<file path="src/rtl/pwm_motor_array.sv">
// N-channel sign/magnitude PWM H-bridge driver with period-aligned command
// double-buffering and coast dead-time on direction reversal.
//
// state | meaning
// IDLE  | no command committed since reset; bridge coasts
// RUN   | driving active sign/magnitude
// DEAD  | reversal in progress; bridge coasts until dead_cnt expires
module pwm_motor_array #(
  parameter int CHANNELS = 2,
  parameter int MAG_W    = 7,
  parameter int PRESCALE = 104,
  parameter int DEADTIME = 4
) (
  input  logic                      clk,
  input  logic                      reset,
  input  logic                      load,
  input  logic [CHANNELS-1:0]       cmd_sign,
  input  logic [CHANNELS*MAG_W-1:0] cmd_mag,
  output logic [CHANNELS-1:0]       enable,
  output logic [CHANNELS-1:0]       dir_a,
  output logic [CHANNELS-1:0]       dir_b,
  output logic [CHANNELS-1:0]       dead,
  output logic                      period_start
);

  localparam int PRE_W = (PRESCALE > 1) ? $clog2(PRESCALE) : 1;
  localparam int DC_W  = (DEADTIME > 0) ? $clog2(DEADTIME + 1) : 1;
  localparam logic [PRE_W-1:0] PRE_LAST  = PRE_W'(PRESCALE - 1);
  localparam logic [MAG_W-1:0] CNT_LAST  = MAG_W'((1 << MAG_W) - 2);
  localparam logic [DC_W-1:0]  DEAD_INIT = DC_W'(DEADTIME);
  localparam bit               HAS_DEAD  = (DEADTIME > 0);

  typedef enum logic [1:0] {
    ST_IDLE = 2'd0,
    ST_RUN  = 2'd1,
    ST_DEAD = 2'd2
  } state_t;

  logic [PRE_W-1:0] pre_cnt_q, pre_cnt_d;
  logic [MAG_W-1:0] pwm_cnt_q, pwm_cnt_d;
  logic             period_start_q, period_start_d;
  logic             pending_q, pending_d;

  logic [CHANNELS-1:0]            stg_sign_q, stg_sign_d;
  logic [CHANNELS-1:0][MAG_W-1:0] stg_mag_q, stg_mag_d;

  state_t                         state_q [CHANNELS];
  state_t                         state_d [CHANNELS];
  logic [CHANNELS-1:0]            act_sign_q, act_sign_d;
  logic [CHANNELS-1:0][MAG_W-1:0] act_mag_q, act_mag_d;
  logic [CHANNELS-1:0]            tgt_sign_q, tgt_sign_d;
  logic [CHANNELS-1:0][MAG_W-1:0] tgt_mag_q, tgt_mag_d;
  logic [CHANNELS-1:0][DC_W-1:0]  dead_cnt_q, dead_cnt_d;

  logic [CHANNELS-1:0] enable_q, enable_d;
  logic [CHANNELS-1:0] dir_a_q, dir_a_d;
  logic [CHANNELS-1:0] dir_b_q, dir_b_d;
  logic [CHANNELS-1:0] dead_q, dead_d;

  logic             tick;
  logic             boundary;
  logic             commit;
  logic             nxt_sign;
  logic [MAG_W-1:0] nxt_mag;

  always_comb begin
    tick     = (pre_cnt_q == PRE_LAST);
    boundary = tick && (pwm_cnt_q == CNT_LAST);
    commit   = boundary && pending_q;

    pre_cnt_d = tick ? '0 : pre_cnt_q + PRE_W'(1);
    pwm_cnt_d = pwm_cnt_q;
    if (tick) begin
      pwm_cnt_d = boundary ? '0 : pwm_cnt_q + MAG_W'(1);
    end
    period_start_d = boundary;

    // A load on the boundary clk restages for the next period while the
    // previously staged command (if any) still commits now.
    stg_sign_d = stg_sign_q;
    stg_mag_d  = stg_mag_q;
    pending_d  = pending_q;
    if (boundary) begin
      pending_d = 1'b0;
    end
    if (load) begin
      stg_sign_d = cmd_sign;
      for (int i = 0; i < CHANNELS; i++) begin
        stg_mag_d[i] = cmd_mag[i*MAG_W +: MAG_W];
      end
      pending_d = 1'b1;
    end

    state_d    = state_q;
    act_sign_d = act_sign_q;
    act_mag_d  = act_mag_q;
    tgt_sign_d = tgt_sign_q;
    tgt_mag_d  = tgt_mag_q;
    dead_cnt_d = dead_cnt_q;
    nxt_sign   = 1'b0;
    nxt_mag    = '0;

    for (int i = 0; i < CHANNELS; i++) begin
      if (boundary) begin
        case (state_q[i])
          ST_IDLE: begin
            if (commit) begin
              state_d[i]    = ST_RUN;
              act_sign_d[i] = stg_sign_q[i];
              act_mag_d[i]  = stg_mag_q[i];
            end
          end
          ST_RUN: begin
            if (commit) begin
              if (HAS_DEAD && (stg_sign_q[i] != act_sign_q[i])) begin
                state_d[i]    = ST_DEAD;
                tgt_sign_d[i] = stg_sign_q[i];
                tgt_mag_d[i]  = stg_mag_q[i];
                dead_cnt_d[i] = DEAD_INIT;
              end else begin
                act_sign_d[i] = stg_sign_q[i];
                act_mag_d[i]  = stg_mag_q[i];
              end
            end
          end
          ST_DEAD: begin
            // A commit landing on the exit boundary is honoured immediately.
            nxt_sign      = commit ? stg_sign_q[i] : tgt_sign_q[i];
            nxt_mag       = commit ? stg_mag_q[i]  : tgt_mag_q[i];
            tgt_sign_d[i] = nxt_sign;
            tgt_mag_d[i]  = nxt_mag;
            if (dead_cnt_q[i] <= DC_W'(1)) begin
              dead_cnt_d[i] = '0;
              state_d[i]    = ST_RUN;
              act_sign_d[i] = nxt_sign;
              act_mag_d[i]  = nxt_mag;
            end else begin
              dead_cnt_d[i] = dead_cnt_q[i] - DC_W'(1);
            end
          end
          default: state_d[i] = ST_IDLE;
        endcase
      end

      enable_d[i] = (state_q[i] == ST_RUN) && (pwm_cnt_q < act_mag_q[i]);
      dir_a_d[i]  = (state_q[i] == ST_RUN) && !act_sign_q[i];
      dir_b_d[i]  = (state_q[i] == ST_RUN) && act_sign_q[i];
      dead_d[i]   = (state_q[i] == ST_DEAD);
    end
  end

  always_ff @(posedge clk or negedge reset) begin
    if (!reset) begin
      pre_cnt_q      <= '0;
      pwm_cnt_q      <= '0;
      period_start_q <= 1'b0;
      pending_q      <= 1'b0;
      stg_sign_q     <= '0;
      stg_mag_q      <= '0;
      act_sign_q     <= '0;
      act_mag_q      <= '0;
      tgt_sign_q     <= '0;
      tgt_mag_q      <= '0;
      dead_cnt_q     <= '0;
      enable_q       <= '0;
      dir_a_q        <= '0;
      dir_b_q        <= '0;
      dead_q         <= '0;
      for (int i = 0; i < CHANNELS; i++) begin
        state_q[i] <= ST_IDLE;
      end
    end else begin
      pre_cnt_q      <= pre_cnt_d;
      pwm_cnt_q      <= pwm_cnt_d;
      period_start_q <= period_start_d;
      pending_q      <= pending_d;
      stg_sign_q     <= stg_sign_d;
      stg_mag_q      <= stg_mag_d;
      act_sign_q     <= act_sign_d;
      act_mag_q      <= act_mag_d;
      tgt_sign_q     <= tgt_sign_d;
      tgt_mag_q      <= tgt_mag_d;
      dead_cnt_q     <= dead_cnt_d;
      enable_q       <= enable_d;
      dir_a_q        <= dir_a_d;
      dir_b_q        <= dir_b_d;
      dead_q         <= dead_d;
      for (int i = 0; i < CHANNELS; i++) begin
        state_q[i] <= state_d[i];
      end
    end
  end

  assign enable       = enable_q;
  assign dir_a        = dir_a_q;
  assign dir_b        = dir_b_q;
  assign dead         = dead_q;
  assign period_start = period_start_q;

endmodule

</file>
<file path="config.mk">
export PLATFORM = sky130hd
export DESIGN_NAME = pwm_motor_array
export DESIGN_NICKNAME = d
export VERILOG_FILES = /design/src/rtl/pwm_motor_array.sv
export SDC_FILE = /design/constraint.sdc
export NUM_CORES = 1
export LEC_CHECK = 0
export ABC_AREA = 1
export CORE_MARGIN = 5
export CORE_UTILIZATION = 61
export CTS_BUF_LIST = sky130_fd_sc_hd__clkbuf_8
export DETAILED_ROUTE_END_ITERATION = 10
export PLACE_DENSITY_LB_ADDON = 0.1
export REMOVE_ABC_BUFFERS = 1
export SYNTH_ARGS = -nofsm -noshare
export SYNTH_HDL_FRONTEND = slang
export SYNTH_SLANG_ARGS = --single-unit
</file>
<file path="constraint.sdc">
create_clock -name clk -period 1.91 [get_ports clk]
set_input_delay 0.4775 -clock clk [delete_from_list [all_inputs] [get_ports clk]]
set_output_delay 0.4775 -clock clk [all_outputs]
set_load 0.02 [all_outputs]
</file>
==> summary.md, run 1 <==
### Timing
• **final number of max-transition violations** 0
• **final setup TNS** 0 ps
• **Final setup viols** 0
• **fin crit period** 1770 ps
• **Setup Skew** 11.01 ps
• **Final Cycle Share** 0.9266
• **count of endpoints failing hold in the final timing report** 0
• **transition time of the tightest slew-check pin** 488.2 ps
• **Relative slew margins** 0.6711
• **Achievable Freq** 0.5650 GHz
• **setup repair after global routing missed its margin** no

### Floorplan
• **I/O pin cnt** 28
• **vertical die dimension** 92.55 µm
• **die width** 92.55 µm
• **Initial Util** 0.6186
• **Floorplan Core Area** 6719 µm²
• **std cell rows** 30
• **die area** 8565 µm²

### CTS
• **number of levels in the clock H-tree** 3
• **number of buffers inserted during clock tree synthesis** 9
• **Clk Tree Root Cell** sky130_fd_sc_hd__clkbuf_8
• **clock tree from TritonCTS** built
• **clock transition at the register clock pins on the worst setup and hold paths after CTS** 90 ps
• **# clock sinks** 82
• **maximum count of clock buffers along a single path** 2
• **Clk Latency, worst-skew pair** 350 ps

### Yosys
• **Cells after Synth** 495
• **number of flip-flops and latches in the synthesized netlist** 82
• **mapped cell area** 4156 µm²
• **synth top area cells** sky130_fd_sc_hd__dfrtp_1, sky130_fd_sc_hd__nand2_1, sky130_fd_sc_hd__ha_1
• **library cell with the largest summed area after synthesis** sky130_fd_sc_hd__dfrtp_1
• **part of the Yosys area used for sequential elements** 0.4937
• **mean instance size in the synthesized netlist** 8.397 µm²
• **Synthesis Warnings** 0
• **fraction of post-synthesis cell area in the top cell type by area** 0.4937
• **count of unique library cells instantiated by Yosys** 37

### Worst setup path
• **depth of the most critical reg-to-reg path** 10
• **type of the worst setup path** reg2out
• **ordered cell list for the critical path** clkdlybuf4s50_1
• **Required @ worst endpoint** 1430 ps
• **total stage count of the critical path** 1
• **capturing element type of the critical path** output port
• **Crit Path Max Fanout** 1
• **worst-path cell with the longest stage delay** sky130_fd_sc_hd__clkdlybuf4s50_1
• **critical path buffer and inverter count** 1
• **arrival time at the worst endpoint** 1290 ps
• **Largest stage delay, worst path** 600 ps
• **cell family contributing the most delay on the critical path** buffers and inverters
• **Critical Path Start Type** flop

### Final layout
• **post-route cell area** 4811 µm²
• **fraction of final layout cells with drive strength greater than 1** 0.1236
• **Total Nets Final** 575
• **total inserted antenna cells** 0
• **multi-input gate area in the final layout** 1873 µm²
• **commonest cells after routing, fill and taps aside** sky130_fd_sc_hd__nand2_1, sky130_fd_sc_hd__dfrtp_1, sky130_fd_sc_hd__inv_1
• **FILL cells** 532
• **most common cell after layout, fill and taps aside** sky130_fd_sc_hd__nand2_1
• **final core occ** 0.7160
• **Cell Count, Final, Fillers Out** 622
• **FF/Latch Area** 2052 µm²
• **area growth from synthesis to layout** 15.74%

### Detailed routing
• **mean number of vias per cell** 5.267
• **number of detailed-routing iterations run before antenna repair** 5
• **vias after detailed routing** 3276
• **drt total wl** 8.438 mm
• **Detail Route Antenna Nets** 0
• **number of design rule violations left after detail routing** 0
• **number of DRC markers after the initial detailed-route iteration** 163
• **Wirelength per Cell** 13.57 µm

### Place
• **global placer's final weighted congestion** 0.8770
• **Detail Placement HPWL** 6.162 mm
• **port bufs** 27
• **placed standard-cell area** 4558 µm²
• **total placed cells including tap cells** 603

### Global route
• **total global routing overflow** 0
• **wire length of the first global-routing pass** 14.50 mm
• **via count of the first global-routing pass** 3136
• **overall routing resource usage** 0.2159
• **largest net degree at the start of global routing** 37
• **antenna violations before repair** 0

### Status
• **result of the run** completed

### Power
• **final total power** 0.003275 W
• **static power due to leakage** 2.543 nW
• **power per standard cell area** 680.7 nW/µm²
• **VDD IR-drop max** 0.0004090 V

### Min path
• **class of the most critical hold timing path** in2async

### Job
• **max-cap check violation count** 0

[synthesized netlist by cell type, drive strengths merged]
library cell and n:
inv 48, a211oi 2, ha 19, nand4 3
nor2 29, and3 2, xor2 3, o31ai 1
a21o 2, o21a 2, o21ai 18, clkbuf 4
nor3 2, a22oi 1, clkinv 1, dfrtp 82
nand2 220, nand3 32, or2 2, o22ai 1
o21bai 1, a21oi 14, buf 6
[power by group]
| part | leakage, nW | internal, W | switching, W |
|---|---|---|---|
| logic | 1.33 | 0.0000670 | 0.0000907 |
| registers | 1.10 | 0.00176 | 0.0000220 |
| clock network | 0.116 | 0.000725 | 0.000606 |
| total | 2.54 | 0.00256 | 0.000718 |
[layout make-up]
cell class                 count  area share
multi-input combinational    355      0.3893
tap                           80     0.02081
inverter                      49     0.03849
timing repair buffer          40     0.08114
sequential                    82      0.4265
clock buffer                   9     0.02575
clock inverter                 7     0.01795
[routing by layer]
layer / routed length [µm] / up-vias / global-route usage / share of wire
met5: 0 / - / 0 / 0
met4: 189 / 0 / 0.09653 / 0.022
met3: 378 / 16 / 0.04224 / 0.045
met2: 4034 / 71 / 0.3329 / 0.48
met1: 3835 / 1539 / 0.2957 / 0.45
li1: - / 1650 / - / -
[metrics by stage]
step | worst slack [ps] | hold WS [ps]
global route | 7.490 | 58.49
detailed placement | 64.17 | 435.3
CTS | 51.98 | 47.22
floorplan | 106.3 | 181.9
global placement | 171.4 | 435.0
finish | 140.2 | 43.78
[kinds of logic (layout without fill, tap and decap cells)]
| family | Yosys count | count (layout) | synth area share |
|---|---|---|---|
| AOI/OAI and AO/OA | 42 | 42 | 0.06081 |
| xor gates and xnor gates | 3 | 3 | 0.006323 |
| adders and majority gates | 19 | 19 | 0.05719 |
| buffers and inverters | 59 | 105 | 0.06231 |
| DFF | 82 | 82 | 0.4937 |
| and+or+nand+nor | 290 | 291 | 0.3197 |
[timing repair]
action / in CTS / in global routing
hold buffers: 0 / 0
setup endpoints to repair: 0 / 33
resized for setup: 0 / 4
setup buffers: 0 / 2
[path summary, 6_finish.rpt]
check                              from       endpoint  slack (ps)
min                               reset        dead[0]          40
min reg2reg                pre_cnt_q[0]   pre_cnt_q[0]         460
max reg2reg                pwm_cnt_q[0]  act_mag_q[10]         150
max                            dir_b[1]       dir_b[1]         140
min in group clk           pre_cnt_q[0]   pre_cnt_q[0]         460
max in group asynchronous         reset   act_mag_q[2]        1270
[registers in the layout, indices dropped and copies added, names as in the netlist, 2 cells and up]
name and flops:
tgt_mag_q 14, dir_b 2, act_mag_q 14, enable 2, stg_mag_q 14, stg_sign_q 2, dir_a 2, dead 2
pre_cnt_q 7, act_sign_q 2, pwm_cnt_q 7, tgt_sign_q 2, state_q 4, dead_cnt_q 6
No activity file was read; power rests on OpenSTA's default activity.
==> inputs of run 2 (changes only) <==
- HOLD_SLACK_MARGIN: unset -> 0.05
==> run 2 against run 1 <==
  * Global-route usage is the same
  * Sequential share of layout area decreased by 0.089 points
  * Worst setup slack lost 1.6 ps
  * Non-clock buffer count is 1 higher
  * Clock skew up 1.1 ps
==> summary.md, run 2 (synthesis results as in run 1) <==
### Detailed routing
• **Wirelength per Cell** 13.68 µm
• **Detail Route Antenna Nets** 0
• **number of design rule violations left after detail routing** 0
• **number of detailed-routing iterations run before antenna repair** 4
• **number of DRC markers after the initial detailed-route iteration** 169
• **drt total wl** 8.522 mm
• **mean number of vias per cell** 5.247
• **vias after detailed routing** 3269

### Final layout
• **most common cell after layout, fill and taps aside** sky130_fd_sc_hd__nand2_1
• **area growth from synthesis to layout** 15.98%
• **registers with the most flip-flops** act_mag_q (14), stg_mag_q (14), tgt_mag_q (14)
• **commonest cells after routing, fill and taps aside** sky130_fd_sc_hd__nand2_1, sky130_fd_sc_hd__dfrtp_1, sky130_fd_sc_hd__inv_1
• **fraction of final layout cells with drive strength greater than 1** 0.1234
• **total inserted antenna cells** 0
• **final core occ** 0.7175
• **Total Nets Final** 576

### Timing
• **count of endpoints failing hold in the final timing report** 0
• **final setup TNS** 0 ps
• **setup repair after global routing missed its margin** no
• **Final Cycle Share** 0.9274
• **Achievable Freq** 0.5645 GHz
• **fin crit period** 1771 ps
• **Relative slew margins** 0.6701
• **final number of max-transition violations** 0
• **Final setup viols** 0
• **transition time of the tightest slew-check pin** 489.6 ps
• **Setup Skew** 12.16 ps

### Worst setup path
• **total stage count of the critical path** 1
• **R2R Path End** tgt_sign_q[0]
• **Critical Path Start Type** flop
• **worst-path cell with the longest stage delay** sky130_fd_sc_hd__clkdlybuf4s50_1
• **setup slack of the worst register-to-register path** 150 ps
• **launch point of the critical path** dir_b[1]
• **type of the worst setup path** reg2out
• **Required @ worst endpoint** 1430 ps
• **arrival time at the worst endpoint** 1290 ps
• **capturing element type of the critical path** output port
• **Largest stage delay, worst path** 600 ps
• **cell family contributing the most delay on the critical path** buffers and inverters
• **critical path buffer and inverter count** 1
• **ordered cell list for the critical path** clkdlybuf4s50_1
• **reg-to-reg critical path startpoint** pwm_cnt_q[0]
• **depth of the most critical reg-to-reg path** 10
• **worst setup path endpoint** dir_b[1]
• **Crit Path Max Fanout** 1

### CTS
• **number of buffers inserted during clock tree synthesis** 9
• **maximum count of clock buffers along a single path** 2
• **clock transition at the register clock pins on the worst setup and hold paths after CTS** 80 ps
• **clock tree from TritonCTS** built
• **# clock sinks** 82
• **Clk Tree Root Cell** sky130_fd_sc_hd__clkbuf_8
• **Clk Latency, worst-skew pair** 350 ps
• **number of levels in the clock H-tree** 3

### Global route
• **wire length of the first global-routing pass** 14.50 mm
• **via count of the first global-routing pass** 3136
• **largest net degree at the start of global routing** 37
• **antenna violations before repair** 0
• **overall routing resource usage** 0.2159
• **total global routing overflow** 0

### Place
• **global placer's final weighted congestion** 0.8770
• **port bufs** 27
• **Detail Placement HPWL** 6.162 mm

### Job
• **max-cap check violation count** 0

### Power
• **static power due to leakage** 2.547 nW
• **VDD IR-drop max** 0.0004096 V
• **power per standard cell area** 680.1 nW/µm²

### Floorplan
• **die width** 92.55 µm
• **die area** 8565 µm²
• **Floorplan Core Area** 6719 µm²
• **I/O pin cnt** 28
• **vertical die dimension** 92.55 µm
• **std cell rows** 30
• **Initial Util** 0.6186

### Min path
• **class of the most critical hold timing path** reg2reg

### Status
• **result of the run** completed

## run 2: changes by cell type in the layout (fill, tap and decap cells not counted)
| cell | change |
|---|---|
| sky130_fd_sc_hd__dlygate4sd3_1 | +1 |
## run 2: layer usage
layer  vias to the layer above  part of all wire  track usage
li1                       1646                 -            -
met1                      1543              0.46       0.2963
met2                        66              0.48       0.3329
met3                        14             0.043      0.04143
met4                         0             0.020      0.09653
met5                         -                 0            0
## run 2: cell type report
class                      instances  area (µm²)
inverter                          49       185.2
multi-input combinational        355        1873
fill                             528        1898
tap                               80       100.1
timing repair buffer              41       400.4
sequential                        82        2052
clock inverter                     7       86.33
clock buffer                       9       123.9
## run 2: worst min-delay path by stage
stage / start / endpoint / slack, ps / cells after the start
6_report: pre_cnt_q[0] / pre_cnt_q[0] / 460 / 1
5_1_grt: pre_cnt_q[0] / pre_cnt_q[0] / 480 / 1
4_1_cts: pre_cnt_q[0] / pre_cnt_q[0] / 460 / 1
3_5_place_dp: reset / dead[0] / 440 / 1
3_3_place_gp: reset / dead[0] / 440 / 1
2_1_floorplan: reset / act_mag_q[0] / 180 / 0
## run 2: repair_timing
item                                    4_1_cts  5_1_grt
endpoints found under the setup margin        0       33
endpoints found under the hold margin         9        0
setup buffers                                 0        2
hold buffers                                  1        0
resized for setup                             0        4
## run 2: per-stage QoR
step	worst slack, ps	total power, W	hold slack (ps)	area (µm²)	std cells
floorplan	106.3	0.001877	181.9	4083	485
global placement	171.4	0.001980	435.0	4558	603
detailed placement	64.17	0.001982	435.3	4558	603
CTS	51.98	0.003316	464.3	4778	620
global route	7.490	0.003429	481.6	4821	623
finish	138.6	0.003279	459.1	4821	623
## run 2: where the power goes
| part | internal [W] | switching (W) |
|---|---|---|
| clock network | 0.000725 | 0.000607 |
| logic | 0.0000683 | 0.0000914 |
| registers | 0.00176 | 0.0000220 |
==> inputs of run 3 (changes only) <==
- CORE_MARGIN: 5 -> unset
==> run 3 against run 2 <==
  * The run now ends with design-rule violations left
  * Worst setup slack got worse by 3.5 ps
  * Global-route usage rose by 4.8 points
  * Fmax fell by 0.20%
==> summary.md, run 3 (synthesis results as in run 1) <==
### Worst setup path
• **reg-to-reg critical path startpoint** pwm_cnt_q[0]
• **critical path buffer and inverter count** 1
• **ordered cell list for the critical path** clkdlybuf4s50_1
• **worst-path cell with the longest stage delay** sky130_fd_sc_hd__clkdlybuf4s50_1
• **Largest stage delay, worst path** 600 ps
• **R2R Path End** act_mag_q[11]
• **Critical Path Start Type** flop
• **arrival time at the worst endpoint** 1300 ps
• **Required @ worst endpoint** 1430 ps
• **cell family contributing the most delay on the critical path** buffers and inverters
• **capturing element type of the critical path** output port
• **Crit Path Max Fanout** 1
• **type of the worst setup path** reg2out
• **setup slack of the worst register-to-register path** 150 ps
• **depth of the most critical reg-to-reg path** 10

### Power
• **static power due to leakage** 2.561 nW
• **VDD IR-drop max** 0.0005093 V
• **power per standard cell area** 660.4 nW/µm²
• **final total power** 0.003189 W

### Detailed routing
• **vias after detailed routing** 3310
• **number of DRC markers after the initial detailed-route iteration** 202
• **drt total wl** 8.313 mm
• **Detail Route Antenna Nets** 0
• **number of design rule violations left after detail routing** 4
• **Wirelength per Cell** 13.28 µm
• **number of detailed-routing iterations run before antenna repair** 7
• **mean number of vias per cell** 5.288

### Floorplan
• **die width** 84.55 µm
• **Initial Util** 0.6435
• **I/O pin cnt** 28
• **std cell rows** 29
• **die area** 7148 µm²
• **vertical die dimension** 84.55 µm
• **Floorplan Core Area** 6459 µm²

### Timing
• **Final Cycle Share** 0.9292
• **Setup Skew** 11.57 ps
• **count of endpoints failing hold in the final timing report** 0
• **Achievable Freq** 0.5634 GHz
• **setup repair after global routing missed its margin** no
• **transition time of the tightest slew-check pin** 482.2 ps
• **Relative slew margins** 0.6785
• **final number of max-transition violations** 0
• **final setup TNS** 0 ps
• **worst hold margin** 77.27 ps
• **fin crit period** 1775 ps
• **Final setup viols** 0

### Global route
• **overall routing resource usage** 0.2640
• **wire length of the first global-routing pass** 14.78 mm
• **total global routing overflow** 0
• **via count of the first global-routing pass** 3192
• **largest net degree at the start of global routing** 38
• **antenna violations before repair** 0

### Status
• **result of the run** finished, violations left
• **violations in the final reports** design-rule violations

### Final layout
• **area growth from synthesis to layout** 16.16%
• **multi-input gate area in the final layout** 1856 µm²
• **commonest cells after routing, fill and taps aside** sky130_fd_sc_hd__nand2_1, sky130_fd_sc_hd__dfrtp_1, sky130_fd_sc_hd__inv_1
• **fraction of final layout cells with drive strength greater than 1** 0.1348
• **most common cell after layout, fill and taps aside** sky130_fd_sc_hd__nand2_1
• **FILL cells** 481
• **registers with the most flip-flops** act_mag_q (14), stg_mag_q (14), tgt_mag_q (14)
• **Cell Count, Final, Fillers Out** 626
• **FF/Latch Area** 2052 µm²
• **Total Nets Final** 583
• **final core occ** 0.7476
• **total inserted antenna cells** 0

### CTS
• **# clock sinks** 82
• **number of hold buffers added after cts** 0
• **Clk Latency, worst-skew pair** 350 ps
• **clock tree from TritonCTS** built
• **maximum count of clock buffers along a single path** 2
• **clock transition at the register clock pins on the worst setup and hold paths after CTS** 80 ps
• **number of levels in the clock H-tree** 3
• **number of buffers inserted during clock tree synthesis** 9
• **Clk Tree Root Cell** sky130_fd_sc_hd__clkbuf_8

### Place
• **global placer's final weighted congestion** 0.8370
• **Detail Placement HPWL** 6.045 mm
• **port bufs** 27
• **total placed cells including tap cells** 602

### Min path
• **class of the most critical hold timing path** in2async

### Job
• **max-cap check violation count** 0

## run 3: how the worst max path moves through the flow
| stage | startpoint | end | slack, ps | cells past startpoint |
|---|---|---|---|---|
| floorplan | state_q[2] | dead_cnt_q[0] | 110 | 6 |
| global placement | pre_cnt_q[0] | dead_cnt_q[5] | 130 | 10 |
| detailed placement | pre_cnt_q[0] | dead_cnt_q[5] | 80 | 10 |
| CTS | pre_cnt_q[0] | dead_cnt_q[5] | 80 | 10 |
| global route | pre_cnt_q[0] | tgt_mag_q[12] | 20 | 9 |
| finish | dead[0] | dead[0] | 140 | 1 |
## run 3: stage by stage
step / worst slack (ps) / instance area (µm²)
detailed placement: 83.23 / 4557
global route: 21.66 / 4828
finish: 135.2 / 4828
floorplan: 106.3 / 4083
global placement: 130.6 / 4557
CTS: 79.85 / 4750
## run 3: final cells by class
class / count / share of cell area
Clock buffer: 10 / 0.02850
Clock inverter: 5 / 0.01140
Timing Repair Buffer: 49 / 0.09225
Inverter: 49 / 0.03861
Multi-Input combinational cell: 354 / 0.3843
Tap cell: 77 / 0.01995
Sequential cell: 82 / 0.4250
## run 3: power by group
part	total, W	switching [W]	internal, W	leakage (nW)
clock network	0.00124	0.000611	0.000630	0.0999
logic	0.000162	0.0000939	0.0000683	1.36
registers	0.00179	0.0000212	0.00176	1.10
## run 3: what timing repair did
item                       in CTS  in global routing
buffers inserted                0                  9
setup endpoints to repair       0                 34
gates resized for setup         0                  3
## run 3: metal layers
metal | vias up | GRT usage | share of wire
met2 | 90 | 0.4058 | 0.47
met5 | - | 0 | 0
li1 | 1661 | - | -
met1 | 1551 | 0.3750 | 0.47
met3 | 8 | 0.06293 | 0.050
met4 | 0 | 0.08166 | 0.011
